===== src/rtl/audio_sample_router.sv =====
// Audio sample router: per-sample FSM choosing passthrough, square tone,
// moving-average filter or mute between the CODEC ADC FIFO and the DAC FIFO.
module audio_sample_router #(
    parameter int unsigned           DATA_W    = 24,
    parameter int unsigned           LOG2_N    = 3,
    parameter int unsigned           TONE_HALF = 56,
    parameter logic [DATA_W-1:0]     TONE_AMP  = DATA_W'(24'h100000)
) (
    input  logic              clk,
    input  logic              reset,
    input  logic [1:0]        mode,
    input  logic              read_ready,
    input  logic              write_ready,
    input  logic [DATA_W-1:0] readdata_left,
    input  logic [DATA_W-1:0] readdata_right,
    output logic              read,
    output logic              write,
    output logic [DATA_W-1:0] writedata_left,
    output logic [DATA_W-1:0] writedata_right,
    output logic              filt_full
);

    localparam int unsigned N      = 1 << LOG2_N;
    localparam int unsigned PTR_W  = (LOG2_N > 0) ? LOG2_N : 1;
    localparam int unsigned CNT_W  = LOG2_N + 1;
    localparam int unsigned TCNT_W = (TONE_HALF > 1) ? $clog2(TONE_HALF) : 1;

    localparam logic [1:0] M_PASS = 2'b00;
    localparam logic [1:0] M_TONE = 2'b01;
    localparam logic [1:0] M_FILT = 2'b10;

    typedef enum logic [0:0] {IDLE = 1'b0, EMIT = 1'b1} state_t;

    state_t                    state_q, state_d;
    logic [1:0]                cur_mode_q, cur_mode_d;
    logic [DATA_W-1:0]         wd_l_q, wd_l_d, wd_r_q, wd_r_d;
    logic [TCNT_W-1:0]         tone_cnt_q, tone_cnt_d;
    logic                      tone_pol_q, tone_pol_d;
    logic signed [DATA_W-1:0]  acc_l_q, acc_l_d, acc_r_q, acc_r_d;
    logic signed [DATA_W-1:0]  buf_l_q [N];
    logic signed [DATA_W-1:0]  buf_l_d [N];
    logic signed [DATA_W-1:0]  buf_r_q [N];
    logic signed [DATA_W-1:0]  buf_r_d [N];
    logic [PTR_W-1:0]          wptr_q, wptr_d;
    logic [CNT_W-1:0]          fill_q, fill_d;
    logic signed [DATA_W-1:0]  s_l, s_r, old_l, old_r;
    logic [DATA_W-1:0]         tone_sample;

    // Pre-scaled filter inputs: each sample is divided by N before summing.
    assign s_l = $signed(readdata_left)  >>> LOG2_N;
    assign s_r = $signed(readdata_right) >>> LOG2_N;

    assign tone_sample     = tone_pol_q ? (DATA_W'(0) - TONE_AMP) : TONE_AMP;
    assign writedata_left  = wd_l_q;
    assign writedata_right = wd_r_q;
    assign filt_full       = (fill_q == CNT_W'(N));

    // Next-state, handshake strobes and datapath updates.
    always_comb begin
        state_d    = state_q;
        cur_mode_d = cur_mode_q;
        wd_l_d     = wd_l_q;
        wd_r_d     = wd_r_q;
        tone_cnt_d = tone_cnt_q;
        tone_pol_d = tone_pol_q;
        acc_l_d    = acc_l_q;
        acc_r_d    = acc_r_q;
        buf_l_d    = buf_l_q;
        buf_r_d    = buf_r_q;
        wptr_d     = wptr_q;
        fill_d     = fill_q;
        old_l      = '0;
        old_r      = '0;
        read       = 1'b0;
        write      = 1'b0;

        case (state_q)
            IDLE: begin
                cur_mode_d = mode;
                // Entering filter mode starts from an empty window.
                if (mode == M_FILT && cur_mode_q != M_FILT) begin
                    for (int i = 0; i < int'(N); i++) begin
                        buf_l_d[i] = '0;
                        buf_r_d[i] = '0;
                    end
                    acc_l_d = '0;
                    acc_r_d = '0;
                    wptr_d  = '0;
                    fill_d  = '0;
                end
                if (mode == M_PASS || mode == M_FILT) begin
                    if (read_ready && write_ready) begin
                        read    = 1'b1;
                        state_d = EMIT;
                        if (mode == M_PASS) begin
                            wd_l_d = readdata_left;
                            wd_r_d = readdata_right;
                        end else begin
                            if (fill_d == CNT_W'(N)) begin
                                old_l = buf_l_d[wptr_d];
                                old_r = buf_r_d[wptr_d];
                            end
                            acc_l_d = acc_l_d + s_l - old_l;
                            acc_r_d = acc_r_d + s_r - old_r;
                            buf_l_d[wptr_d] = s_l;
                            buf_r_d[wptr_d] = s_r;
                            wptr_d = (wptr_d == PTR_W'(N - 1)) ? '0 : wptr_d + PTR_W'(1);
                            if (fill_d != CNT_W'(N)) begin
                                fill_d = fill_d + CNT_W'(1);
                            end
                            wd_l_d = acc_l_d;
                            wd_r_d = acc_r_d;
                        end
                    end
                end else begin
                    // ADC is drained and discarded so it cannot overflow.
                    read = read_ready;
                    if (write_ready) begin
                        state_d = EMIT;
                        if (mode == M_TONE) begin
                            wd_l_d = tone_sample;
                            wd_r_d = tone_sample;
                            if (tone_cnt_q == TCNT_W'(TONE_HALF - 1)) begin
                                tone_cnt_d = '0;
                                tone_pol_d = ~tone_pol_q;
                            end else begin
                                tone_cnt_d = tone_cnt_q + TCNT_W'(1);
                            end
                        end else begin
                            wd_l_d = '0;
                            wd_r_d = '0;
                        end
                    end
                end
            end
            EMIT: begin
                write = write_ready;
                if (write_ready) begin
                    state_d = IDLE;
                end
            end
            default: state_d = IDLE;
        endcase
    end

    // State and datapath registers with synchronous reset.
    always_ff @(posedge clk) begin
        if (reset) begin
            state_q    <= IDLE;
            cur_mode_q <= M_PASS;
            wd_l_q     <= '0;
            wd_r_q     <= '0;
            tone_cnt_q <= '0;
            tone_pol_q <= 1'b0;
            acc_l_q    <= '0;
            acc_r_q    <= '0;
            wptr_q     <= '0;
            fill_q     <= '0;
            for (int i = 0; i < int'(N); i++) begin
                buf_l_q[i] <= '0;
                buf_r_q[i] <= '0;
            end
        end else begin
            state_q    <= state_d;
            cur_mode_q <= cur_mode_d;
            wd_l_q     <= wd_l_d;
            wd_r_q     <= wd_r_d;
            tone_cnt_q <= tone_cnt_d;
            tone_pol_q <= tone_pol_d;
            acc_l_q    <= acc_l_d;
            acc_r_q    <= acc_r_d;
            wptr_q     <= wptr_d;
            fill_q     <= fill_d;
            for (int i = 0; i < int'(N); i++) begin
                buf_l_q[i] <= buf_l_d[i];
                buf_r_q[i] <= buf_r_d[i];
            end
        end
    end

endmodule


===== config.mk =====
export PLATFORM = sky130hd
export DESIGN_NAME = audio_sample_router
export DESIGN_NICKNAME = d
export VERILOG_FILES = /design/src/rtl/audio_sample_router.sv
export SDC_FILE = /design/constraint.sdc
export NUM_CORES = 2
export LEC_CHECK = 0
export ABC_AREA = 1
export ABC_CLOCK_PERIOD_IN_PS = 7300
export BUFFER_PORTS_ARGS = -buffer_cell sky130_fd_sc_hd__buf_2
export CAP_MARGIN = 20
export CORE_UTILIZATION = 47
export CTS_CLUSTER_DIAMETER = 30
export CTS_CLUSTER_SIZE = 40
export DETAILED_ROUTE_END_ITERATION = 10
export GPL_TIMING_DRIVEN = 0
export PLACE_DENSITY = 0.68
export SETUP_SLACK_MARGIN = 0.2
export SYNTH_ARGS = -nofsm -noshare
export SYNTH_HDL_FRONTEND = slang
export SYNTH_SLANG_ARGS = --single-unit

===== constraint.sdc =====
create_clock -name clk -period 7.3 [get_ports clk]
set_clock_uncertainty 0.15 [all_clocks]
set_input_delay 1.46 -clock clk [delete_from_list [all_inputs] [get_ports clk]]
set_output_delay 1.46 -clock clk [all_outputs]
set_load 0.03 [all_outputs]

Yosys cells after proc, flatten, opt, wreduce, memory -nomap -nowiden
Index checks and enable logic that the tools add are counted.
Word-level totals
  register bits after elaboration: 497
  input bits: 54
  output and inout bits: 51
  logic and storage cells: 127
Operators by class
  $add $sub $neg: 7
  $lt $le $gt $ge: 2
  equality and inequality tests: 9
  mux-type cells: 70
  bitwise gates (word level): 4
  reduce and logical (&&, ||, !) cells: 9
Operators with widths (count)
  2-to-1 mux 192 bit: 10
  2-to-1 mux 24 bit: 34
  bitwise mux 192 bit: 2
  binary-select mux 24 bit (select 3 bit): 2
  demux 24 bit (select 3 bit): 1
  adder 24 x 21 -> 24 bit: 2
  subtractor 24 bit: 2
  2-to-1 mux 4 bit: 6
  2-to-1 mux 3 bit: 6
  == test 4 bit, second input constant: 2
  2-to-1 mux 1 bit: 7
  adder 6 x 1 -> 6 bit, second input constant: 1
  == test 6 bit, second input constant: 1
  2-to-1 mux 6 bit: 1
  AND reduction 5 bit: 1
  adder 4 x 1 -> 4 bit, second input constant: 1
  greater-or-equal comparator 4 bit, second input constant: 1
  < comparator 4 x 1 -> 1 bit, second input constant: 1
  != test 4 bit, second input constant: 1
  inverter 3 -> 4 bit: 1
  AND reduction 4 bit: 1
  adder 3 x 1 -> 3 bit, second input constant: 1
  == test 3 bit, second input constant: 1
  logical AND 1 bit: 3
  10 further kinds: 12

Depth between registers and ports, before layout
  depth after elaboration: 17
  mapped depth: 30
  mapped depth without buffers: 27

Worst setup path after synthesis
OpenSTA, ideal clock, no wires.
  path type: input -> register
  from: input mode[0]
  to: register wd_r_q[12] (netlist: writedata_right[12])
  setup time: 132 ps
  arrival time: 5487 ps
  required time: 7018 ps
  setup slack: 1531 ps
  cell stages on the path: 26
  path buffers: 4
  cell sequence: buf_6 > nor2_8 > nand2_8 > inv_2 > buf_2 > clkbuf_1 > nor2_1 > inv_1 > ha_1 > nor3b_2 > inv_2 > clkbuf_1 > nor3_1 > fa_1 > inv_1 > ha_1 > a21oi_1 > nand2_1 > a21boi_0 > o21ai_0 > a21oi_1 > a21oi_1 > o21ai_0 > nand2_1 > nand2_1 > a21oi_1
On the way
  word-level cells in the longest chain between the ends: 17
  elaborated cells between the ends (all ways): 33
  classes of those cells: add/sub (2); eq/ne (4); mux (21); bitwise (1); reduce/logical (5)
RTL lines
  start, declared: line 11  | input logic [1:0] mode,
  == test 2 bit: line 81, 91
  logical AND 1 bit: line 81  | if (mode == M_FILT && cur_mode_q != M_FILT) begin
  2-to-1 mux 3 bit: line 81
  2-to-1 mux 3 bit: line 77  | case (state_q)
  inverter 3 -> 4 bit (implied by the code): line 101  | old_r = buf_r_d[wptr_d];
  binary-select mux 24 bit (select 3 bit): line 101
  2-to-1 mux 24 bit (implied by the code) (2 in a row): line 101
  2-to-1 mux 24 bit: line 99  | if (fill_d == CNT_W'(N)) begin
  2-to-1 mux 24 bit: line 95  | if (mode == M_PASS) begin
  2-to-1 mux 24 bit: line 92  | if (read_ready && write_ready) begin
  2-to-1 mux 24 bit: line 91  | if (mode == M_PASS || mode == M_FILT) begin
  2-to-1 mux 24 bit: line 77
  subtractor 24 bit: line 104  | acc_r_d = acc_r_d + s_r - old_r;
  2-to-1 mux 24 bit: line 95
  2-to-1 mux 24 bit: line 92
  2-to-1 mux 24 bit: line 91
  end signal, assigned: line 167  | wd_r_q <= wd_r_d;
  end, declared: line 36  | logic [DATA_W-1:0] wd_l_q, wd_l_d, wd_r_q, wd_r_d;
Parallel ways exist; a longest one is shown, timed or not. The select of a mux whose other input is x is not followed.
A chain may end at the register's enable or synchronous reset.

Worst setup path after layout
  from: input mode[1]
  to: register wd_r_q[12] (netlist: writedata_right[12])
Same word-level chain as after synthesis.

==> out/qor.yml <==
sta:
  fin_setup_tns_ns: 0
  rsz0062_at_grt: "no"
  slew_viol_final: 0
  fmax_ghz: 0.142
  finalSetupViolCount: 0
  worst_slew_pin_slew_ns: 1.29
  period_share_pct: 96.2
  post-route-min-period_ns: 7.02
  hold_viol: 0
  hold_slack_ns: 0.308
  slew_headroom_pct: 13.7
routing:
  vias: 33100
  routedWlPerCell_um: 26.4
  drc: 0
  via_per_inst: 6.22
  routed_wl_um: 141000
  drt_iter0_drc: 5406
  ant_nets: 0
  drtPass1Iterations: 7
power_and_ir_drop:
  seqPwrFrac_pct: 27.7
  p_total_mw: 10.3
  share_comb_of_total_power_pct: 17.4
  p_sw_share_pct: 31.1
  powerDensity_nw_per_um2: 300
  peakVddDrop_uv: 227
  p_leak_nw: 13.4
  power.switching_mw: 3.20
  p_int_mw: 7.09
  clkPwrFrac_pct: 54.9
setup_path:
  worstPathMaxFanout: 10
  critPathMostFrequentCell: "a21oi_1"
  required_ns: 7.67
  path_class: "in2reg"
  cp.arrival_ns: 7.39
  critPathSlowestCell: "buf_1"
  startpoint: "mode[1]"
  path_cells: "buf_2 > inv_2 > nor2_8 > nand2_8 > inv_2 > nor2_8 > buf_1 > buf_1 > a21oi_1 > nor3_1 > fa_1 > inv_1 > ha_1 > a21oi_1 > nand2_1 > a21boi_0 > o21ai_0 > a21oi_1 > a21oi_1 > o21ai_0 > nand2_1 > nand2_1 > a21oi_1"
  r2r_start: "cur_mode_q[0]"
  crit_path_end_kind: "flip-flop"
  max_stage_delay_ns: 0.82
  startpoint_type: "input port"
synth:
  ys_warn_count: 0
  netlist_instances: 4236
  syn-num-nets: 4388
  yosysUniqueCellTypes: 52
  avgSynthCellArea_sq_um: 6.74
  synth.cell_area_sq_um: 28500
  ys_async_sr_fraction_pct: 0
  synth_enable_flop_cells: 0
  ys_ff_latch: 497
  netlist.area_leader.share_pct: 34.8
  synth_top_area_cell: "dfxtp_1"
  synthMostInstantiatedCell: "nand2_1"
  yosysSeqAreaShare_pct: 34.8
  synth_ff_type: "dfxtp_1"
  synth_commonest_cells: "nand2_1 (941), a21oi_1 (557), dfxtp_1 (497), inv_1 (454), o21ai_0 (404)"
  yosys-top-cells-area: "dfxtp_1 (35%), nand2_1 (12%), a21oi_1 (9.8%)"
placement:
  port_buffers: 84
  gp_congestion: 1.08
  dp_hpwl_um: 105000
layout:
  n_fill_cell: 5807
  nets: 4596
  seqCellArea_sq_um: 9950
  multi_input_area_sq_um: 15500
  area_delta_synth_final_pct: 20.0
  drive_gt1_share_pct: 9.37
  fin_util_pct: 57.6
worst_hold_path:
  hold_path_startpoint: "writedata_left[11]"
  hp-class: "reg2reg"
floorplanning:
  start_util_pct: 48.0
  die_x_um: 248
  row_count: 89
  coreArea_sq_um: 59500
  ioPinCount: 105
  die_h_um: 248
  die-area_sq_um: 61700
clock_network:
  h-tree-depth: 3
  cts_setup_buffers: 0
  cts_tree: "built"
  cts_buffers: 121
  clk_pin_slew_worst_paths_ns: 0.04
  cts_max_path_buffers: 3
  worst_skew_pair.late_latency_ns: 0.70
  clkSinkCount: 497
  root_buffer: "clkbuf_16"
grt:
  grt_overflow: 0
  grt_pass1_wl_um: 200000
  grt_max_degree: 20
  grt_pass1_vias: 29900
  grtUsageTotal_pct: 43.9
  antenna_found_initial: 2
job:
  maxCapViolCount: 0
outcome:
  status: "completed"
==> cells in the final DEF, fill, tap and decap left out, drive strengths merged, types with 25 or more instances in the layout <==
cell type and instances:
nand2 945, a21oi 557, dfxtp 497, inv 477
o21ai 413, clkbuf 371, nor2 277, buf 197
nand3 137, o22ai 128, o211ai 126, nor3 63
ha 52, fa 46, a211oi 31, a22oi 28
clkinv 25
==> timing repair <==
item	CTS	global route
setup endpoints to repair	35	30
cloned	0	0
hold buffers	0	0
gates resized for setup	0	5
==> critical path, delay by kind of cell <==
kind	cells	cell delay, ns
AO/OA/AOI/OAI	8	1.75
adder cells (fa/ha/maj)	2	0.68
buffers and inverters	6	2.05
AND/OR/NAND/NOR	7	1.42
==> path summary, 6_finish.rpt <==
path	to	cells past startpoint	slack (ns)
setup reg to reg	writedata_right[12]	22	0.90
hold reg to reg	writedata_left[11]	2	0.31
setup / recovery	writedata_right[12]	23	0.28
hold / removal	writedata_left[11]	2	0.31
==> power groups by stage <==
stage / registers, mW / clock network [mW] / logic (mW)
6_report: 2.85 / 5.65 / 1.79
5_1_grt: 2.86 / 5.77 / 1.90
4_1_cts: 2.85 / 5.60 / 1.69
3_5_place_dp: 2.90 / 0 / 1.68
3_3_place_gp: 2.90 / 0 / 1.68
2_1_floorplan: 2.92 / 0 / 1.04
==> routing by layer <==
layer | track usage [%] | vias to the layer above | routed length (um)
met4 | 24.2 | 2 | 8490
met1 | 56.9 | 15300 | 54700
met3 | 15.9 | 566 | 20700
li1 | - | 14700 | -
met5 | 0 | - | 12
met2 | 62.8 | 2498 | 56700
==> cell families after synthesis <==
| kind of cell | after synthesis | synth area share (%) |
|---|---|---|
| flops | 497 | 34.8 |
| fa+ha+maj | 98 | 5.50 |
| simple gates | 1458 | 20.9 |
| buf+inv | 794 | 11.0 |
| compound gates | 1381 | 27.5 |
| xor+xnor | 8 | 0.245 |
==> stage by stage <==
stage	worst slack, ns	instance area (sq um)	instances
2_1_floorplan	1.53	28500	4236
3_3_place_gp	-0.995	29900	5093
3_5_place_dp	-0.933	29900	5093
4_1_cts	0.336	34200	5318
5_1_grt	0.221	34300	5320
6_report	0.280	34300	5321
==> cell type report <==
type / count / share of cell area (%)
Multi-Input combinational cell: 2945 / 45.2
Buffer: 322 / 4.00
Clock inverter: 65 / 2.50
Antenna cell: 1 / 0.00730
Tap cell: 773 / 2.82
Inverter: 471 / 5.17
Clock buffer: 161 / 10.0
Sequential cell: 497 / 29.0
Timing Repair Buffer: 86 / 1.31
==> registers in the layout (all words and copies together), names as in the netlist <==
register         count
writedata_left      24
buf_l_q            192
tone_pol_q           1
tone_cnt_q           6
acc_r_q             24
buf_r_q            192
acc_l_q             24
cur_mode_q           2
wptr_q               3
fill_q               4
writedata_right     24
state_q              1
No activity file was read; power rests on OpenSTA's default activity.
